--- src/rtl/instr_encoder.sv ---
// RV32I instruction encoder: packs fields and a signed immediate into a 32-bit word.
// Two-stage valid/ready pipeline with range/alignment checking and a saturating error counter.
module instr_encoder #(
  parameter int          CNT_W     = 16,
  parameter logic [31:0] NOP_INSTR = 32'h0000_0013
) (
  input  logic             clk,
  input  logic             reset_n,
  input  logic             in_valid,
  output logic             in_ready,
  input  logic [6:0]       in_opcode,
  input  logic [4:0]       in_rd,
  input  logic [4:0]       in_rs1,
  input  logic [4:0]       in_rs2,
  input  logic [2:0]       in_funct3,
  input  logic [6:0]       in_funct7,
  input  logic [31:0]      in_imm,
  output logic             out_valid,
  input  logic             out_ready,
  output logic [31:0]      out_instr,
  output logic [2:0]       out_err,
  input  logic             err_clr,
  output logic [CNT_W-1:0] err_cnt
);

  typedef enum logic [2:0] {
    FMT_R, FMT_I, FMT_S, FMT_B, FMT_U, FMT_J, FMT_X
  } fmt_e;

  localparam logic [2:0] ERR_NONE  = 3'd0;
  localparam logic [2:0] ERR_RANGE = 3'd1;
  localparam logic [2:0] ERR_ALIGN = 3'd2;
  localparam logic [2:0] ERR_ULOW  = 3'd3;
  localparam logic [2:0] ERR_OPC   = 3'd4;

  function automatic fmt_e decode_fmt(input logic [6:0] op);
    fmt_e f;
    case (op)
      7'b0110011:                         f = FMT_R;
      7'b0010011, 7'b0000011, 7'b1100111: f = FMT_I;
      7'b0100011:                         f = FMT_S;
      7'b1100011:                         f = FMT_B;
      7'b0110111, 7'b0010111:             f = FMT_U;
      7'b1101111:                         f = FMT_J;
      default:                            f = FMT_X;
    endcase
    return f;
  endfunction

  // Checks are ordered by priority: opcode, alignment, range, U low bits.
  function automatic logic [2:0] check_imm(input fmt_e f, input logic signed [31:0] imm);
    logic [2:0] e;
    e = ERR_NONE;
    if (f == FMT_X)
      e = ERR_OPC;
    else if ((f == FMT_B || f == FMT_J) && imm[0])
      e = ERR_ALIGN;
    else if ((f == FMT_I || f == FMT_S) && (imm[31:11] != {21{imm[31]}}))
      e = ERR_RANGE;
    else if (f == FMT_B && (imm[31:12] != {20{imm[31]}}))
      e = ERR_RANGE;
    else if (f == FMT_J && (imm[31:20] != {12{imm[31]}}))
      e = ERR_RANGE;
    else if (f == FMT_U && (imm[11:0] != 12'd0))
      e = ERR_ULOW;
    return e;
  endfunction

  function automatic logic [31:0] pack(
    input fmt_e              f,
    input logic [6:0]        op,
    input logic [4:0]        rd,
    input logic [4:0]        rs1,
    input logic [4:0]        rs2,
    input logic [2:0]        f3,
    input logic [6:0]        f7,
    input logic signed [31:0] imm
  );
    logic [31:0] w;
    case (f)
      FMT_R:   w = {f7, rs2, rs1, f3, rd, op};
      FMT_I:   w = {imm[11:0], rs1, f3, rd, op};
      FMT_S:   w = {imm[11:5], rs2, rs1, f3, imm[4:0], op};
      FMT_B:   w = {imm[12], imm[10:5], rs2, rs1, f3, imm[4:1], imm[11], op};
      FMT_U:   w = {imm[31:12], rd, op};
      FMT_J:   w = {imm[20], imm[10:1], imm[11], imm[19:12], rd, op};
      default: w = NOP_INSTR;
    endcase
    return w;
  endfunction

  function automatic logic [CNT_W-1:0] sat_inc(input logic [CNT_W-1:0] c);
    return (&c) ? c : c + 1'b1;
  endfunction

  logic s1_valid, s2_valid;
  logic s1_adv, s2_adv;

  logic [6:0]        opcode_p1;
  logic [4:0]        rd_p1, rs1_p1, rs2_p1;
  logic [2:0]        funct3_p1;
  logic [6:0]        funct7_p1;
  logic signed [31:0] imm_p1;
  fmt_e              fmt_p1;
  logic [2:0]        err_p1;

  logic [31:0]       instr_p1;

  assign s2_adv    = !s2_valid || out_ready;
  assign s1_adv    = !s1_valid || s2_adv;
  assign in_ready  = s1_adv;
  assign out_valid = s2_valid;

  // Stage 1: capture fields, decoded format and error code.
  always_ff @(posedge clk) begin
    if (in_valid && s1_adv) begin
      opcode_p1 <= in_opcode;
      rd_p1     <= in_rd;
      rs1_p1    <= in_rs1;
      rs2_p1    <= in_rs2;
      funct3_p1 <= in_funct3;
      funct7_p1 <= in_funct7;
      imm_p1    <= in_imm;
      fmt_p1    <= decode_fmt(in_opcode);
      err_p1    <= check_imm(decode_fmt(in_opcode), in_imm);
    end
  end

  assign instr_p1 = (err_p1 != ERR_NONE) ? NOP_INSTR :
                    pack(fmt_p1, opcode_p1, rd_p1, rs1_p1, rs2_p1, funct3_p1, funct7_p1, imm_p1);

  // Stage 2: packed word held stable while downstream stalls.
  always_ff @(posedge clk or negedge reset_n) begin
    if (!reset_n) begin
      s1_valid  <= 1'b0;
      s2_valid  <= 1'b0;
      out_instr <= '0;
      out_err   <= '0;
      err_cnt   <= '0;
    end else begin
      if (s1_adv)
        s1_valid <= in_valid;
      if (s2_adv) begin
        s2_valid <= s1_valid;
        if (s1_valid) begin
          out_instr <= instr_p1;
          out_err   <= err_p1;
        end
      end
      if (err_clr)
        err_cnt <= '0;
      else if (s2_valid && out_ready && out_err != ERR_NONE)
        err_cnt <= sat_inc(err_cnt);
    end
  end

endmodule

--- config.mk ---
export PLATFORM = sky130hd
export DESIGN_NAME = instr_encoder
export DESIGN_NICKNAME = d
export VERILOG_FILES = /design/src/rtl/instr_encoder.sv
export SDC_FILE = /design/constraint.sdc
export NUM_CORES = 1
export LEC_CHECK = 0
export CAP_MARGIN = 20
export CORE_MARGIN = 2
export CORE_UTILIZATION = 50
export DETAILED_ROUTE_END_ITERATION = 16
export HOLD_SLACK_MARGIN = 0.08
export MAX_ROUTING_LAYER = met4
export PLACE_DENSITY = 0.91
export SLEW_MARGIN = 20
export SYNTH_ARGS = -nofsm -noshare
export SYNTH_HDL_FRONTEND = slang
export SYNTH_SLANG_ARGS = --single-unit
--- constraint.sdc ---
create_clock -name clk -period 3.58 [get_ports clk]
set_input_delay 0.716 -clock clk [delete_from_list [all_inputs] [get_ports clk]]
set_output_delay 0.716 -clock clk [all_outputs]
set_load 0.01 [all_outputs]
==> run metrics, run 1 <==
status=complete, no violations; dpl cells=643; top cells by count, synth=70 x edfxtp_1, 53 x dfrtp_1, 41 x nand2_1; Mapped Cells=405; Yosys reg bits=123; Worst Reg-to-Reg Cells=3; Remaining Overflow, GRT=0; Num CTS Buffers=17; via count=3,960; main combinational cell family by area after synthesis=compound AO/OA/AOI/OAI gates; Post-Synth Simple-Gate Area=13.7%; Power Dens Cells=492 nW/µm²; cell taking the most area after synthesis=edfxtp_1; Compound-Gate Fraction of Synth Area=14.3%; Worst R2R Start=fmt_p1[1]; CTS H-tree depth=4; Slew Limit Fails=0; crit path DAT=1930 ps; DR vias/cell=5.87; aggregate routed wire length=13.0 mm; GR Util All Layers=25.4%; die width=105 µm; worst setup margin=936 ps; Async SR Flop Fraction=43.1%; Starting Density=52.0%; syn avg cell area=12.7 µm²; placed inst area=6460 µm²; Unique masters post-synth=54; Sink Count=123; Post-Syn Area=5120 µm²; critical path fanouts, max=3; vias in the first global route=3,975; Crit Reg-Reg Endpoint=out_instr[19]; num rows=36; fin area=7010 µm²; CTS Buffer Depth=2; clk_lat worst skew=520 ps; drt pass-1 iters=6; WP data required=2860 ps; Post-DP HPWL=8.81 mm; Routability Congestion=0.965; post-CTS setup buffers=0; setup TNS=0 ps; period utilization=73.9%; core region area=9860 µm²; DRT antenna net count=0; fin cells=675; Final setup viols=0; Post-synth EDFFs=70; die area=11,100 µm²; crit end category=output port; Layout area overhead=36.9%; # DRC=0; post-synthesis adder-cell area fraction=0.244%; sequential fraction of the synthesis area=66.9%; pre-CTS WS=669 ps; Port Buf Inserts=121; min cycle time layout=2640 ps; post-synthesis xor/xnor area fraction=2.22%; Synth top area share=41.0%; normalized max-slew margin=47.2%; Ys Warns=0; post-CTS resize count=0; clock skew=5.19 ps; first-pass GRT wire length=20.8 mm; syn nets=475; share of layout cells above drive strength 1=7.56%; nets@finish=599; type of the tightest min-delay check=primary input to asynchronous set/reset pin; initial antenna violation count=0; largest net degree at the start of global routing=71; Top FF cell, synth=edfxtp_1; synth top area cells=edfxtp_1 41%, dfrtp_1 26%, a22oi_1 3.2%, nand2_1 3.0%, o21ai_1 2.2%; critical path class=primary input to output port; Hold Vio Cnt, Final=0; n_diodes=0; wire length per cell=19.3 µm; CTS tree=built; most numerous cell in the Yosys netlist=edfxtp_1; max_cap viols=0; Fmax achieved=378 MHz; worst reg-to-reg setup slack=1230 ps; CTS Hold Bufs=0; Slew @ Worst Pin=791 ps; P_leak=2.62 nW; startpoint types=primary input; post-synthesis mux area share=1.03%; Iter 0 DRT Violations=292; io pins=122; RSZ-0062 raised after global routing=false; Peak VDD IR=399 µV; DIE HEIGHT=105 µm; Root Driver=clkbuf_8; Clock transition at path regs=50 ps
## logic make-up (layout without fill, tap and decap cells)
group                      after synthesis  count (layout)
xor gates and xnor gates                13              13
muxes                                    5               5
and+or+nand+nor                        133             133
adders and majority gates                1               1
DFF                                    123             123
buffers and inverters                   21             158
AOI/OAI and AO/OA                      109             109
## power by group
group	total (mW)	internal, mW	leakage, nW	switching [mW]
registers	1.61	1.58	1.38	0.0379
clock network	1.58	1.01	0.269	0.573
logic	0.259	0.127	0.974	0.132
total	3.45	2.71	2.62	0.744
## cells in the final DEF, fill, tap and decap left out, drive strengths merged, types with 4 or more instances in the layout
cell type and count:
buf 5, nor2 26, nor4 6, o21ai 30, nand4 9, nand3 6, and3 5, clkdlybuf4s50 120
clkbuf 21, dfrtp 53, edfxtp 70, xor2 10, o211ai 5, o22ai 6, or3 5, clkinv 8
nor3 4, nor2b 12, nand2 41, a22oi 22, a21oi 19, and2 5, a22o 11, nand2b 4
## final cells by class
cell class	count	area (µm²)
multi-input combinational	261	1620
tap	133	166
clock inverter	11	101
timing repair buffer	125	1250
inverter	1	3.75
clock buffer	21	449
fill	640	2850
sequential	123	3430
## through the flow
step / hold slack (ps) / utilization [%] / power, mW
floorplan: 420 / - / 1.73
global placement: 441 / 65.5 / 1.88
detailed placement: 453 / 65.5 / 1.89
CTS: 280 / 71.1 / 3.47
global route: 318 / 71.1 / 3.57
finish: 272 / 71.1 / 3.45
## critical path: stages
cell and delay, ps:
clkdlybuf4s50_1 520, nand3b_1 150, clkdlybuf4s50_1 540
## state kept, by name, summed over array words and instances (netlist names)
register,count
err_p1,3
fmt_p1,3
rs2_p1,5
err_cnt,16
opcode_p1,7
rd_p1,5
out_valid,1
rs1_p1,5
out_err,3
s1_valid,1
out_instr,32
funct3_p1,3
imm_p1,32
funct7_p1,7
## worst max-delay path by stage
stage	startpoint	end
after floorplan	out_ready	err_p1[0]
after global placement	in_imm[31]	err_p1[0]
after detailed placement	in_imm[31]	err_p1[0]
after CTS	out_ready	in_ready
after global routing	out_ready	in_ready
final	out_ready	in_ready
## metal layers
| layer | global-route usage [%] | up-vias | wire length [µm] |
|---|---|---|---|
| li1 | - | 1791 | - |
| met1 | 30.1 | 1933 | 4990 |
| met2 | 41.0 | 200 | 6710 |
| met3 | 6.56 | 36 | 913 |
| met4 | 11.7 | 0 | 378 |
| met5 | - | - | 0 |
(Power assumes the default switching activity.)
==> inputs of run 2 (changes only) <==
--- a/config.mk
+++ b/config.mk
@@ -7,11 +7,11 @@
 export LEC_CHECK = 0
 export CAP_MARGIN = 20
 export CORE_MARGIN = 2
-export CORE_UTILIZATION = 50
+export CORE_UTILIZATION = 45
 export DETAILED_ROUTE_END_ITERATION = 16
 export HOLD_SLACK_MARGIN = 0.08
 export MAX_ROUTING_LAYER = met4
-export PLACE_DENSITY = 0.91
+export PLACE_DENSITY = 0.87
 export SLEW_MARGIN = 20
 export SYNTH_ARGS = -nofsm -noshare
 export SYNTH_HDL_FRONTEND = slang
==> constraint.sdc (replaced) <==
create_clock -name clk -period 2.3 [get_ports clk]
set_input_delay 0.46 -clock clk [delete_from_list [all_inputs] [get_ports clk]]
set_output_delay 0.46 -clock clk [all_outputs]
set_load 0.01 [all_outputs]
==> run metrics, run 2 (same netlist as run 1, synthesis figures left out) <==
Starting Density=46.7%; critical path fanouts, max=3; n_diodes=0; dpl cells=681; Slew @ Worst Pin=953 ps; via count=4,074; fin cells=714; num rows=38; crit-path cells=clkdlybuf4s50_1 > or4_1 > nor2_4 > o21ai_0 > a221o_1 > and4_1; Post-DP HPWL=9.68 mm; crit path DAT=2320 ps; Remaining Overflow, GRT=0; Slew Limit Fails=0; RSZ-0062 raised after global routing=false; Hold Vio Cnt, Final=0; Routability Congestion=0.913; # DRC=0; Iter 0 DRT Violations=336; Multi-input gate area=1620 µm²; P_leak=2.79 nW; Sink Count=123; DIE HEIGHT=111 µm; Final setup viols=0; Critical Path Stages=6; most common cell after layout, fill and taps aside=clkdlybuf4s50_1; GR Util All Layers=23.1%; DRT antenna net count=0; CTS Buffer Depth=2; max_cap viols=0; Peak VDD IR=650 µV; CP delay by family, top=simple AND/OR/NAND/NOR gates; top layer used by detailed routing=met4; drt pass-1 iters=4; M1 WL=5.36 mm; fillcell total=790; startpoint types=primary input; wire length per cell=19.1 µm; period utilization=93.7%; Clock transition at path regs=60 ps; Root Driver=clkbuf_16; initial antenna violation count=0; commonest non-fill, non-tap cells in the layout=120 x clkdlybuf4s50_1, 70 x edfxtp_1, 53 x dfrtp_1; crit end category=register; Tot Pwr=5.46 mW; Fmax achieved=464 MHz; hold path cells=1; CTS H-tree depth=4; met2 WL=7.35 mm; Worst Path Buf+Inv=1; Slowest-stage cell, CP=or4_1; die width=111 µm; normalized max-slew margin=34.9%; vias in the first global route=4,208; top flop regs=imm_p1 (32), out_instr (32), err_cnt (16); type of the tightest min-delay check=register to register; Worst Reg-to-Reg Cells=4; die area=12,300 µm²; clock skew=6.98 ps; Layout area overhead=42.5%; Port Buf Inserts=121; register area=3430 µm²; io pins=122; share of layout cells above drive strength 1=13.2%; Power Dens Cells=748 nW/µm²; largest net degree at the start of global routing=43; aggregate routed wire length=13.6 mm; clk_lat worst skew=410 ps; DR vias/cell=5.71; placed inst area=6730 µm²; routed wl met3=709 µm; fin area=7300 µm²; Num CTS Buffers=17; CTS tree=built; nets@finish=631; critical path class=primary input to register; status=complete, no violations; core region area=11,000 µm²; Crit path largest cell delay=620 ps; first-pass GRT wire length=21.3 mm; min cycle time layout=2150 ps; WP data required=2470 ps
run 2: area by class of cell:
class,count,share of cell area [%]
Clock buffer,19,6.07
Inverter,1,0.0514
Timing Repair Buffer,157,20.8
Sequential cell,123,47.0
Multi-Input combinational cell,261,22.1
Clock inverter,13,1.63
Tap cell,140,2.40
run 2: path summary, 6_finish.rpt:
check	from	slack, ps	end
hold / removal	opcode_p1[5]	450	out_instr[5]
setup / recovery	in_imm[16]	150	err_p1[0]
max in group asynchronous	reset_n	1120	out_instr[3]
setup reg to reg	err_p1[1]	170	out_instr[14]
hold reg to reg	opcode_p1[5]	450	out_instr[5]
min in group asynchronous	reset_n	540	out_err[0]
run 2: through the flow:
step	worst slack [ps]	utilization (%)	TNS, ps	hold slack [ps]
after CTS	158	66.5	0	459
after detailed placement	-190	61.3	-190	446
final	145	66.5	0	454
after floorplan	310	-	0	164
after global placement	-166	61.3	-166	436
after global routing	110	66.5	0	480
run 2: power breakdown:
part | internal (mW) | total (mW) | leakage, nW | switching, mW
Combinational | 0.239 | 0.468 | 1.14 | 0.229
Clock | 1.52 | 2.49 | 0.269 | 0.978
Sequential | 2.45 | 2.50 | 1.38 | 0.0486
Total | 4.21 | 5.46 | 2.79 | 1.26
run 2: layer usage:
metal / vias up / GRT usage, %
met2: 172 / 39.8
met4: 0 / 8.33
met1: 2035 / 26.2
met5: - / -
met3: 14 / 5.80
li1: 1853 / -
run 2: timing repair:
action / in CTS / in global routing
resized for setup: 0 / 0
hold endpoints to repair: 19 / 0
buffers inserted: 0 / 0
hold buffers: 1 / 0
setup endpoints to repair: 0 / 0
==> inputs of run 3 (changes only) <==
--- a/config.mk
+++ b/config.mk
@@ -8,10 +8,11 @@
 export CAP_MARGIN = 20
 export CORE_MARGIN = 2
 export CORE_UTILIZATION = 45
+export CTS_CLUSTER_DIAMETER = 200
 export DETAILED_ROUTE_END_ITERATION = 16
 export HOLD_SLACK_MARGIN = 0.08
 export MAX_ROUTING_LAYER = met4
-export PLACE_DENSITY = 0.87
+export PLACE_DENSITY = 0.76
 export SLEW_MARGIN = 20
 export SYNTH_ARGS = -nofsm -noshare
 export SYNTH_HDL_FRONTEND = slang
==> run metrics, run 3 (same netlist as run 1, synthesis figures left out) <==
Remaining Overflow, GRT=0; HP Start=opcode_p1[3]; Hold Vio Cnt, Final=0; startpoint types=primary input; drt pass-1 iters=5; max_cap viols=0; min cycle time layout=2170 ps; post-CTS resize count=0; crit path DAT=1710 ps; Port Buf Inserts=121; Sink Count=123; die width=111 µm; P_leak=2.79 nW; first-pass GRT wire length=20.6 mm; clk_lat worst skew=410 ps; WP data required=1840 ps; Post-DP HPWL=9.39 mm; period utilization=94.3%; CTS tree=built; commonest non-fill, non-tap cells in the layout=120 x clkdlybuf4s50_1, 70 x edfxtp_1, 53 x dfrtp_1; core region area=11,000 µm²; RSZ-0062 raised after global routing=false; type of the tightest min-delay check=register to register; die area=12,300 µm²; top flop regs=imm_p1 (32), out_instr (32), err_cnt (16); Worst R2R Start=err_cnt[0]; share of layout cells above drive strength 1=13.3%; Clock transition at path regs=50 ps; initial antenna violation count=0; Slew Limit Fails=0; aggregate routed wire length=12.8 mm; num rows=38; clock skew=5.53 ps; DR vias/cell=5.59; Peak VDD IR=567 µV; Power Dens Cells=766 nW/µm²; DIE HEIGHT=111 µm; critical path class=primary input to output port; crit end category=output port; normalized max-slew margin=58.9%; Layout area overhead=42.6%; status=complete, no violations; Routability Congestion=0.917; Layout Utilization=66.5%; largest net degree at the start of global routing=44; DRT antenna net count=0; Fmax achieved=461 MHz; critical path fanouts, max=3; nets@finish=629; Root Driver=clkbuf_16; Num CTS Buffers=17; most common cell after layout, fill and taps aside=clkdlybuf4s50_1; Final setup viols=0; Slew @ Worst Pin=616 ps; CTS H-tree depth=4; # DRC=0; CTS Buffer Depth=2; fillcell total=816; n_diodes=0; CP Launch Point=out_ready; Iter 0 DRT Violations=341; wire length per cell=18.0 µm; GR Util All Layers=22.1%; setup TNS=0 ps; vias in the first global route=4,122; via count=3,982; Starting Density=46.7%; io pins=122
## run 3: cell types whose count changed in the layout (fill, tap and decap cells not counted), sizes merged
cell,before,now
clkinvlp,2,4
inv,3,1
bufinv,1,3
buf,36,34
clkinv,8,6
## run 3: final timing paths
kind / cells past startpoint / to / slack [ps]
max: 3 / in_ready / 130
min: 1 / out_instr[3] / 470
max reg2reg: 6 / err_cnt[9] / 370
min reg2reg: 1 / out_instr[3] / 470
max in group asynchronous: 3 / out_instr[17] / 1150
min in group asynchronous: 2 / err_cnt[6] / 520
## run 3: critical path, stage by stage
cell             delay [ps]
clkdlybuf4s50_1         490
nand3b_1                180
clkdlybuf4s50_1         570
## run 3: metal layers
layer / global-route usage, % / part of all wire [%] / up-vias
met2: 36.9 / 52 / 147
met4: 6.67 / 1.3 / 0
met1: 26.2 / 40 / 1972
met3: 6.51 / 5.9 / 18
li1: - / - / 1845
met5: - / 0 / -
## run 3: power by group
group | internal [mW] | switching [mW]
sequential | 2.45 | 0.0528
clock | 1.72 | 0.923
combinational | 0.233 | 0.218
total | 4.40 | 1.19
## run 3: repair_timing
action                                 in CTS  in global routing
setup buffers                               0                  0
endpoints found under the hold margin      17                  0
setup endpoints to repair                   0                  0
hold buffers                                1                  0
## run 3: through the flow
stage          power (mW)  area [µm²]  hold slack [ps]  std cells  setup slack [ps]
2_1_floorplan        2.69        5130              164        405               310
3_3_place_gp         2.97        6700              414        679              -154
3_5_place_dp         2.99        6700              417        679              -174
4_1_cts              5.64        7310              467        712               129
5_1_grt              5.78        7310              485        712              68.5
6_report             5.59        7310              465        712               131
## run 3: area by class of cell
cell class / instances / area [µm²] / share of cell area (%)
Multi-Input combinational cell: 261 / 1620 / 22.1
Clock inverter: 13 / 150 / 2.06
Inverter: 1 / 3.75 / 0.0514
Clock buffer: 19 / 443 / 6.06
Timing Repair Buffer: 155 / 1490 / 20.4
Sequential cell: 123 / 3430 / 46.9
Tap cell: 140 / 175 / 2.40
